$ cat src/rtl/ex_stage.sv
// ex_stage: execute stage; ALU, optional iterative 32-cycle unsigned
// multiplier (macro SIICPU_EX_MUL_EN), and the EX/MEM bundle register.
//
// Ports:
//   clk, reset (sync, active-low), flush
//   id_*  : registered ID bundle (valid, pc, we_, dst, alu op/operands,
//           mem op, store data)
//   ex_stall : combinational hold request to the ID register
//   ex_*  : registered EX/MEM bundle
//
// With SIICPU_EX_MUL_EN undefined, MUL/MULHU complete in one cycle
// with a zero result and ex_stall is tied low.
module ex_stage #(
    parameter int ALU_OP_W   = 4,
    parameter int MEM_OP_W   = 3,
    parameter int GPR_ADDR_W = 5,
    parameter int XLEN       = 32
) (
    input  logic                  clk,
    input  logic                  reset,
    input  logic                  flush,
    input  logic                  id_en,
    input  logic [29:0]           id_pc,
    input  logic                  id_gpr_we_,
    input  logic [GPR_ADDR_W-1:0] id_dst_addr,
    input  logic [ALU_OP_W-1:0]   id_alu_op,
    input  logic [XLEN-1:0]       id_alu_in_0,
    input  logic [XLEN-1:0]       id_alu_in_1,
    input  logic [MEM_OP_W-1:0]   id_mem_op,
    input  logic [XLEN-1:0]       id_gpr_data,
    output logic                  ex_stall,
    output logic                  ex_en,
    output logic [29:0]           ex_pc,
    output logic                  ex_gpr_we_,
    output logic [GPR_ADDR_W-1:0] ex_dst_addr,
    output logic [XLEN-1:0]       ex_alu_out,
    output logic [MEM_OP_W-1:0]   ex_mem_op,
    output logic [XLEN-1:0]       ex_gpr_data
);

    localparam logic [ALU_OP_W-1:0] OP_ADD   = ALU_OP_W'(0);
    localparam logic [ALU_OP_W-1:0] OP_SUB   = ALU_OP_W'(1);
    localparam logic [ALU_OP_W-1:0] OP_AND   = ALU_OP_W'(2);
    localparam logic [ALU_OP_W-1:0] OP_OR    = ALU_OP_W'(3);
    localparam logic [ALU_OP_W-1:0] OP_XOR   = ALU_OP_W'(4);
    localparam logic [ALU_OP_W-1:0] OP_SLL   = ALU_OP_W'(5);
    localparam logic [ALU_OP_W-1:0] OP_SRL   = ALU_OP_W'(6);
    localparam logic [ALU_OP_W-1:0] OP_SRA   = ALU_OP_W'(7);
    localparam logic [ALU_OP_W-1:0] OP_SLT   = ALU_OP_W'(8);
    localparam logic [ALU_OP_W-1:0] OP_SLTU  = ALU_OP_W'(9);
`ifdef SIICPU_EX_MUL_EN
    localparam logic [ALU_OP_W-1:0] OP_MUL   = ALU_OP_W'(10);
    localparam logic [ALU_OP_W-1:0] OP_MULHU = ALU_OP_W'(11);
    localparam int CW = $clog2(XLEN);
`endif

    logic [4:0]      shamt;
    logic [XLEN-1:0] alu_res;

    assign shamt = id_alu_in_1[4:0];

    // MUL/MULHU fall into the default arm: zero unless the
    // multiplier path below supplies the result.
    always_comb begin
        alu_res = '0;
        unique case (id_alu_op)
            OP_ADD:  alu_res = id_alu_in_0 + id_alu_in_1;
            OP_SUB:  alu_res = id_alu_in_0 - id_alu_in_1;
            OP_AND:  alu_res = id_alu_in_0 & id_alu_in_1;
            OP_OR:   alu_res = id_alu_in_0 | id_alu_in_1;
            OP_XOR:  alu_res = id_alu_in_0 ^ id_alu_in_1;
            OP_SLL:  alu_res = id_alu_in_0 << shamt;
            OP_SRL:  alu_res = id_alu_in_0 >> shamt;
            OP_SRA:  alu_res = $signed(id_alu_in_0) >>> shamt;
            OP_SLT:  alu_res = XLEN'($signed(id_alu_in_0) <
                                     $signed(id_alu_in_1));
            OP_SLTU: alu_res = XLEN'(id_alu_in_0 < id_alu_in_1);
            default: alu_res = '0;
        endcase
    end

`ifdef SIICPU_EX_MUL_EN
    typedef enum logic {IDLE, BUSY} state_t;

    state_t            state_q, state_d;
    logic [CW-1:0]     cnt_q, cnt_d;
    logic [XLEN-1:0]   mcand_q, mcand_d;
    logic [XLEN-1:0]   mplier_q, mplier_d;
    logic [2*XLEN-1:0] acc_q, acc_d;
    logic [2*XLEN-1:0] pp;
    logic [2*XLEN-1:0] acc_sum;
    logic [XLEN-1:0]   mul_res;
    logic              is_mul;
    logic              last;

    assign is_mul = (id_alu_op == OP_MUL) || (id_alu_op == OP_MULHU);
    assign last   = (cnt_q == CW'(XLEN-1));
    assign pp     = mplier_q[cnt_q] ?
                    ({{XLEN{1'b0}}, mcand_q} << cnt_q) : '0;
    // Final bit is folded in combinationally so the result is
    // written on the same edge the counter reaches 31.
    assign acc_sum = acc_q + pp;
    assign mul_res = (id_alu_op == OP_MULHU) ?
                     acc_sum[2*XLEN-1:XLEN] : acc_sum[XLEN-1:0];

    assign ex_stall = !flush &&
                      (((state_q == IDLE) && id_en && is_mul) ||
                       ((state_q == BUSY) && !last));
`else
    assign ex_stall = 1'b0;
`endif

    logic                  en_d;
    logic                  we_d;
    logic [29:0]           pc_d;
    logic [GPR_ADDR_W-1:0] dst_d;
    logic [XLEN-1:0]       out_d;
    logic [MEM_OP_W-1:0]   mem_d;
    logic [XLEN-1:0]       gpr_d;

    always_comb begin
        en_d  = ex_en;
        we_d  = ex_gpr_we_;
        pc_d  = ex_pc;
        dst_d = ex_dst_addr;
        out_d = ex_alu_out;
        mem_d = ex_mem_op;
        gpr_d = ex_gpr_data;
`ifdef SIICPU_EX_MUL_EN
        state_d  = state_q;
        cnt_d    = cnt_q;
        mcand_d  = mcand_q;
        mplier_d = mplier_q;
        acc_d    = acc_q;
`endif
        if (flush) begin
            en_d = 1'b0;
            we_d = 1'b1;
`ifdef SIICPU_EX_MUL_EN
            state_d = IDLE;
            cnt_d   = '0;
`endif
        end
`ifdef SIICPU_EX_MUL_EN
        else if (state_q == BUSY) begin
            acc_d = acc_sum;
            cnt_d = cnt_q + CW'(1);
            if (last) begin
                state_d = IDLE;
                cnt_d   = '0;
                en_d    = 1'b1;
                we_d    = id_gpr_we_;
                pc_d    = id_pc;
                dst_d   = id_dst_addr;
                out_d   = mul_res;
                mem_d   = id_mem_op;
                gpr_d   = id_gpr_data;
            end else begin
                en_d = 1'b0;
                we_d = 1'b1;
            end
        end else if (id_en && is_mul) begin
            state_d  = BUSY;
            cnt_d    = '0;
            acc_d    = '0;
            mcand_d  = id_alu_in_0;
            mplier_d = id_alu_in_1;
            en_d     = 1'b0;
            we_d     = 1'b1;
        end
`endif
        else begin
            en_d  = id_en;
            we_d  = id_en ? id_gpr_we_ : 1'b1;
            pc_d  = id_pc;
            dst_d = id_dst_addr;
            out_d = alu_res;
            mem_d = id_mem_op;
            gpr_d = id_gpr_data;
        end
    end

    always_ff @(posedge clk) begin
        if (!reset) begin
            ex_en       <= 1'b0;
            ex_gpr_we_  <= 1'b1;
            ex_pc       <= '0;
            ex_dst_addr <= '0;
            ex_alu_out  <= '0;
            ex_mem_op   <= '0;
            ex_gpr_data <= '0;
`ifdef SIICPU_EX_MUL_EN
            state_q  <= IDLE;
            cnt_q    <= '0;
            mcand_q  <= '0;
            mplier_q <= '0;
            acc_q    <= '0;
`endif
        end else begin
            ex_en       <= en_d;
            ex_gpr_we_  <= we_d;
            ex_pc       <= pc_d;
            ex_dst_addr <= dst_d;
            ex_alu_out  <= out_d;
            ex_mem_op   <= mem_d;
            ex_gpr_data <= gpr_d;
`ifdef SIICPU_EX_MUL_EN
            state_q  <= state_d;
            cnt_q    <= cnt_d;
            mcand_q  <= mcand_d;
            mplier_q <= mplier_d;
            acc_q    <= acc_d;
`endif
        end
    end

endmodule

$ cat config.mk
export PLATFORM = sky130hd
export DESIGN_NAME = ex_stage
export DESIGN_NICKNAME = d
export VERILOG_FILES = /design/src/rtl/ex_stage.sv
export SDC_FILE = /design/constraint.sdc
export NUM_CORES = 1
export LEC_CHECK = 0
export ABC_AREA = 1
export BUFFER_PORTS_ARGS = -buffer_cell sky130_fd_sc_hd__buf_2
export CORE_MARGIN = 2
export CORE_UTILIZATION = 55
export CTS_BUF_LIST = sky130_fd_sc_hd__clkbuf_2
export DETAILED_ROUTE_END_ITERATION = 8
export PLACE_DENSITY = 0.79
export SLEW_MARGIN = 30
export SYNTH_ARGS = -nofsm -noshare
export SYNTH_HDL_FRONTEND = slang
export SYNTH_SLANG_ARGS = --single-unit
$ cat constraint.sdc
create_clock -name clk -period 3.2 [get_ports clk]
set_input_delay 0.64 -clock clk [delete_from_list [all_inputs] [get_ports clk]]
set_output_delay 0.64 -clock clk [all_outputs]
set_load 0.05 [all_outputs]
Word-level counts from Yosys, hierarchy flattened
Index checks and enable logic that the tools add are counted.

$add $sub $neg: 2. Magnitude comparators: 2. Eq/ne operators: 9. Shifts and indexed selects: 3. Mux-type cells: 1. Bitwise logic cells: 5. Reductions and logical operators: 3.

Operators by type and width (number): $pmux 32 s10 (1); $lt 32x32->1 (2); $add 32x32->32 (1); $and 32x32->32 (1); $or 32x32->32 (1); $shl 32x5->32 (1); $shr 32x5->32 (1); $sshr 32x5->32 (1); $sub 32x32->32 (1); $xor 32x32->32 (1); $eq 4x3->1 const B (4); $eq 4x2->1 const B (2); $eq 4x4->1 const B (2); $eq 4x1->1 const B (1); $logic_not 4->1 (1); $reduce_or 3->1 (1); $not 1->1 (2); $reduce_or 2->1 (1).

Register bits: 104. Bits of input ports: 143.

Logic depth before layout (Yosys ltp)
Word-level depth: 2. Gate-level depth with buffers: 22.

Worst setup path after synthesis
No wires, ideal clock.

Path type: input to register. Start point: in id_alu_in_1[4]. End point: reg ex_alu_out[0]. Data arrival time: 2688 ps. Data required time: 3068 ps. Path slack: 380 ps. Stages on the path: 19. Buffers on the path: 3. Path through: buf_2 clkinv_1 buf_1 buf_6 ha_1 nor2_1 nand2_1 inv_1 nand2_1 nand2_1 nand2_1 nand2_1 nand2_1 nand2_1 nor2_1 nor2_1 nand2_1 nand2_1 a21oi_1.

Longest elaborated chain between the ends: 2. Elaborated cells on any way between the ends: 6. Those cells by class: 2 x order compare; 3 x shift; 1 x mux.

RTL lines: start, declared (line 28) `input logic [XLEN-1:0] id_alu_in_1,`; $lt 32x32->1 (tied with other cells) (line 77) `OP_SLTU: alu_res = XLEN'(id_alu_in_0 < id_alu_in_1);`; $pmux 32 s10 * (line 66) `unique case (id_alu_op)`; end signal, assigned (line 204) `ex_alu_out <= out_d;`; end, declared (line 36) `output logic [XLEN-1:0] ex_alu_out,`.

Mark *: on every way between the ends. The rest lies on a longest branch, timed or not. A chain may end at the register's enable or synchronous reset.

Worst setup path in the final report
Start point: in id_alu_in_0[7]. End point: reg ex_alu_out[9].

Longest elaborated chain between the ends: 2. Elaborated cells on any way between the ends: 6. Those cells by class: 2 x add/sub; 3 x shift; 1 x mux.

RTL lines: start, declared (line 27) `input logic [XLEN-1:0] id_alu_in_0,`; $sub 32x32->32 (tied with other cells) (line 68) `OP_SUB: alu_res = id_alu_in_0 - id_alu_in_1;`; $pmux 32 s10 * (line 66).

Marked as above.

==> results.tsv <==
stage	metric	value	unit
detailed_routing	ant_nets	0	
timing	drv_slew	0	
power_and_ir_drop	combPwrFrac	53.8	%
clock_network	numCtsBuffers	9	
floorplan	num_rows	58	
floorplan	start_util	55.9	%
worst_setup_path	cp_slowest_cell	ha_1	
global_routing	grt_remaining_overflow	0	
floorplan	ios	248	
synth	ys_ff_latch	104	
placed_design	io_buffers	246	
worst_setup_path	rr_worst_depth	2	
clock_network	cts_repair_resize_count	0	
global_routing	grt_max_degree	104	
power_and_ir_drop	swShare	51.5	%
synth	synth.cell_area	0.0140	mm2
synth	syn_avg_cell_area	5.32	um2
timing	period_minus_slack	2.56	ns
timing	whs	0.205	ns
worst_setup_path	path_class	primary input to flop	
global_routing	first_global_vias	17000	
detailed_routing	drcViolationCount	0	
clock_network	root_buffer	clkbuf_2	
worst_setup_path	crit_arrival	3.04	ns
placed_design	post-place-cells	3160	
placed_design	dp_hpwl	52300	um
synth	syn_inst	2640	
timing	rsz0062_at_grt	false	
worst_setup_path	reg2reg_to	ex_alu_out[12]	
clock_network	cts_sinks	104	
timing	max_slew.worst_pin.slew	0.728	ns
worst_setup_path	cp_slowest_stage_delay	0.46	ns
synth	synthXorXnorAreaFrac	0.0624	%
detailed_routing	detail_route.wirelength	64900	um
detailed_routing	drt-pass1-iter-count	7	
timing	final-hold-violation-count	0	
synth	ys_seq_area_share	14.8	%
clock_network	clkSlewWorstSetupHoldPaths	0.34	ns
worst_setup_path	r2r_start	ex_alu_out[12]	
detailed_routing	vias	19000	
global_routing	grt_pass1_wl	95000	um
synth	synthArstFlopShare	0	%
clock_network	tritoncts	yes	
worst_setup_path	cp_cell_sequence	buf_2, inv_1, ha_1, nand2_1, nor2_1, nand3_1, nand3_1, o21ai_0, nand2_1, nand2_1, nor2_1, buf_4, nand3_1, nand2_1, a21oi_1	
floorplan	die_w	164	um
power_and_ir_drop	p_switching	2.41	mW
synth	synth_compound_area_share	11.4	%
detailed_routing	drt_iter0_drc	2817	
synth	ys.warnings.count	0	
floorplan	core_area	0.0251	mm2
power_and_ir_drop	power.density	298	mW/mm2
timing	period_share	79.9	%
synth	synthMuxAreaShare	0	%
timing	setup_violations	0	
worst_setup_path	required	3.68	ns
layout	drive_above_1_share	13.3	%
synth	synth_simple_gate_area_share	50.4	%
power_and_ir_drop	p_int	2.27	mW
clock_network	hold_buffers	0	
synth	synthAdderAreaFrac	9.02	%
synth	synth_area_leaders	nand2_1 22%, nand3_1 16%, dfxtp_1 15%, inv_1 9.0%, ha_1 8.7%	
global_routing	antenna_found_initial	2	
power_and_ir_drop	pwr-share-clk	15.6	%
worst_setup_path	startpoint_type	primary input	
synth	synth-edff-count	0	
clock_network	cts_setup_buffers	0	
clock_network	max-clock-path-buffers	2	
placed_design	place_area	0.0156	mm2
worst_setup_path	crit_fanout	10	
worst_setup_path	startpoint	id_alu_in_0[7]	
floorplan	die_h	164	um
synth	synth_largest_area_cell	nand2_1	
timing	fmax	391	MHz
synth	synth_top_area_share	22.0	%
timing	final.setup_skew	0	ns
clock_network	clock_latency	0.57	ns
layout	stdcell_count	3178	
synth	synth_top_family_by_area	simple AND/OR/NAND/NOR gates	
power_and_ir_drop	leakage	8.97	nW
layout	fin_area	0.0157	mm2
worst_setup_path	cpMostUsedCell	nand2_1	
run_status	status	finished, final reports clean	
hold_path	min_path_cells	3	
timing	fin_tns_setup	0	ns
power_and_ir_drop	seqPwrFrac	30.5	%
worst_setup_path	crit_end	ex_alu_out[9]	
synth	syn_nets	2883	
placed_design	globalplace.congestion	1.18	
floorplan	dieArea	0.0268	mm2
hold_path	hold_path.class	primary input to flop	
detailed_routing	viasPerCell	5.99	
synth	yosys.cell_count.top_type	nand2_1	
global_routing	track_usage	46.6	%
layout	nets	3084	
clock_network	htreeDepth	3	
synth	synth_common_cells	823 x nand2_1, 446 x nand3_1, 335 x inv_1	
synth	ys_types	48	
synth	synth_ff_type	dfxtp_1	
layout	areaGrowthSynthToFinish	11.9	%
timing	slew_headroom	51.4	%
detailed_routing	avgRoutedWirePerCell	20.4	um
power_and_ir_drop	ir_drop	0.000297	V
worst_setup_path	end_kind	flop	
flow_run	drv_cap	0	
worst_setup_path	r2r_setup_slack	2.42	ns
registers in the layout, indices dropped and copies added (netlist names):
register	count
ex_gpr_data	32
ex_alu_out	32
ex_pc	30
ex_mem_op	3
ex_en	1
ex_gpr_we_	1
ex_dst_addr	5
metal layers:
layer	track usage [%]	vias to the layer above	wire (um)
met5	0	-	46
met4	24.6	2	4320
met3	13.6	285	9910
met2	70.0	1448	26800
met1	60.1	8477	23900
li1	-	8811	-
layout make-up:
class | instances | area [um2]
clock buffers | 9 | 45.0
inverters | 348 | 1320
flip-flops and latches | 104 | 2080
clock inverters | 7 | 95.1
diodes | 2 | 5.00
multi-input cells | 2062 | 9950
fillers | 2688 | 9400
repair buffers | 316 | 1810
well taps | 330 | 413
power by group through the flow:
| stage | combinational [mW] | sequential, mW | clock, mW |
|---|---|---|---|
| after floorplan | 1.33 | 1.74 | 0 |
| final | 2.52 | 1.43 | 0.732 |
| after CTS | 2.41 | 1.43 | 0.736 |
| after global placement | 2.37 | 1.45 | 0 |
| after global routing | 2.69 | 1.44 | 0.776 |
| after detailed placement | 2.40 | 1.45 | 0 |
worst min-delay path by stage:
| stage | from | end | slack (ns) |
|---|---|---|---|
| floorplan | ex_alu_out[26] | ex_alu_out[26] | 0.67 |
| global placement | ex_alu_out[26] | ex_alu_out[26] | 0.45 |
| detailed placement | ex_alu_out[15] | ex_alu_out[15] | 0.45 |
| CTS | id_gpr_we_ | ex_gpr_we_ | 0.17 |
| global route | id_gpr_we_ | ex_gpr_we_ | 0.15 |
| finish | id_gpr_we_ | ex_gpr_we_ | 0.21 |
worst max-delay path, delay by kind of cell:
family                     cells  cell delay (ns)
AOI/OAI and AO/OA              2             0.21
and+or+nand+nor                9             1.36
buffers and inverters          3             0.36
adders and majority gates      1             0.46
stage by stage:
stage	total power, mW	util, %	setup slack [ns]
3_5_place_dp	3.86	62.0	0.159
3_3_place_gp	3.82	62.0	0.139
5_1_grt	4.91	62.6	0.569
2_1_floorplan	3.08	-	0.380
4_1_cts	4.58	62.6	0.804
6_report	4.69	62.6	0.643
cells in the final DEF, fill, tap and decap left out, drive strengths merged, types with 2 or more instances in the layout:
master / netlist / final
o2111ai: 5 / 5
nor2: 324 / 324
a221oi: 2 / 2
nand3: 449 / 449
o211ai: 14 / 14
o221ai: 2 / 2
nand4: 26 / 26
and2: 10 / 10
dfxtp: 104 / 104
a21oi: 99 / 99
buf: 89 / 316
o21ai: 138 / 138
ha: 98 / 98
diode: 0 / 2
clkbuf: 37 / 9
fa: 2 / 2
o22ai: 17 / 17
nor4: 2 / 2
clkinv: 2 / 4
a31oi: 3 / 3
nand3b: 4 / 4
inv: 346 / 350
nor3: 17 / 17
o21bai: 7 / 7
o31ai: 2 / 2
nand2: 834 / 834
logic make-up (layout without fill, tap and decap cells):
| logic type | count (synthesis) | after routing |
|---|---|---|
| other | 1 | 3 |
| DFF | 104 | 104 |
| AOI/OAI and AO/OA | 292 | 292 |
| buffers and inverters | 474 | 680 |
| and+or+nand+nor | 1668 | 1668 |
| adders and majority gates | 100 | 100 |
| xor gates and xnor gates | 1 | 1 |
(Power assumes the default switching activity.)
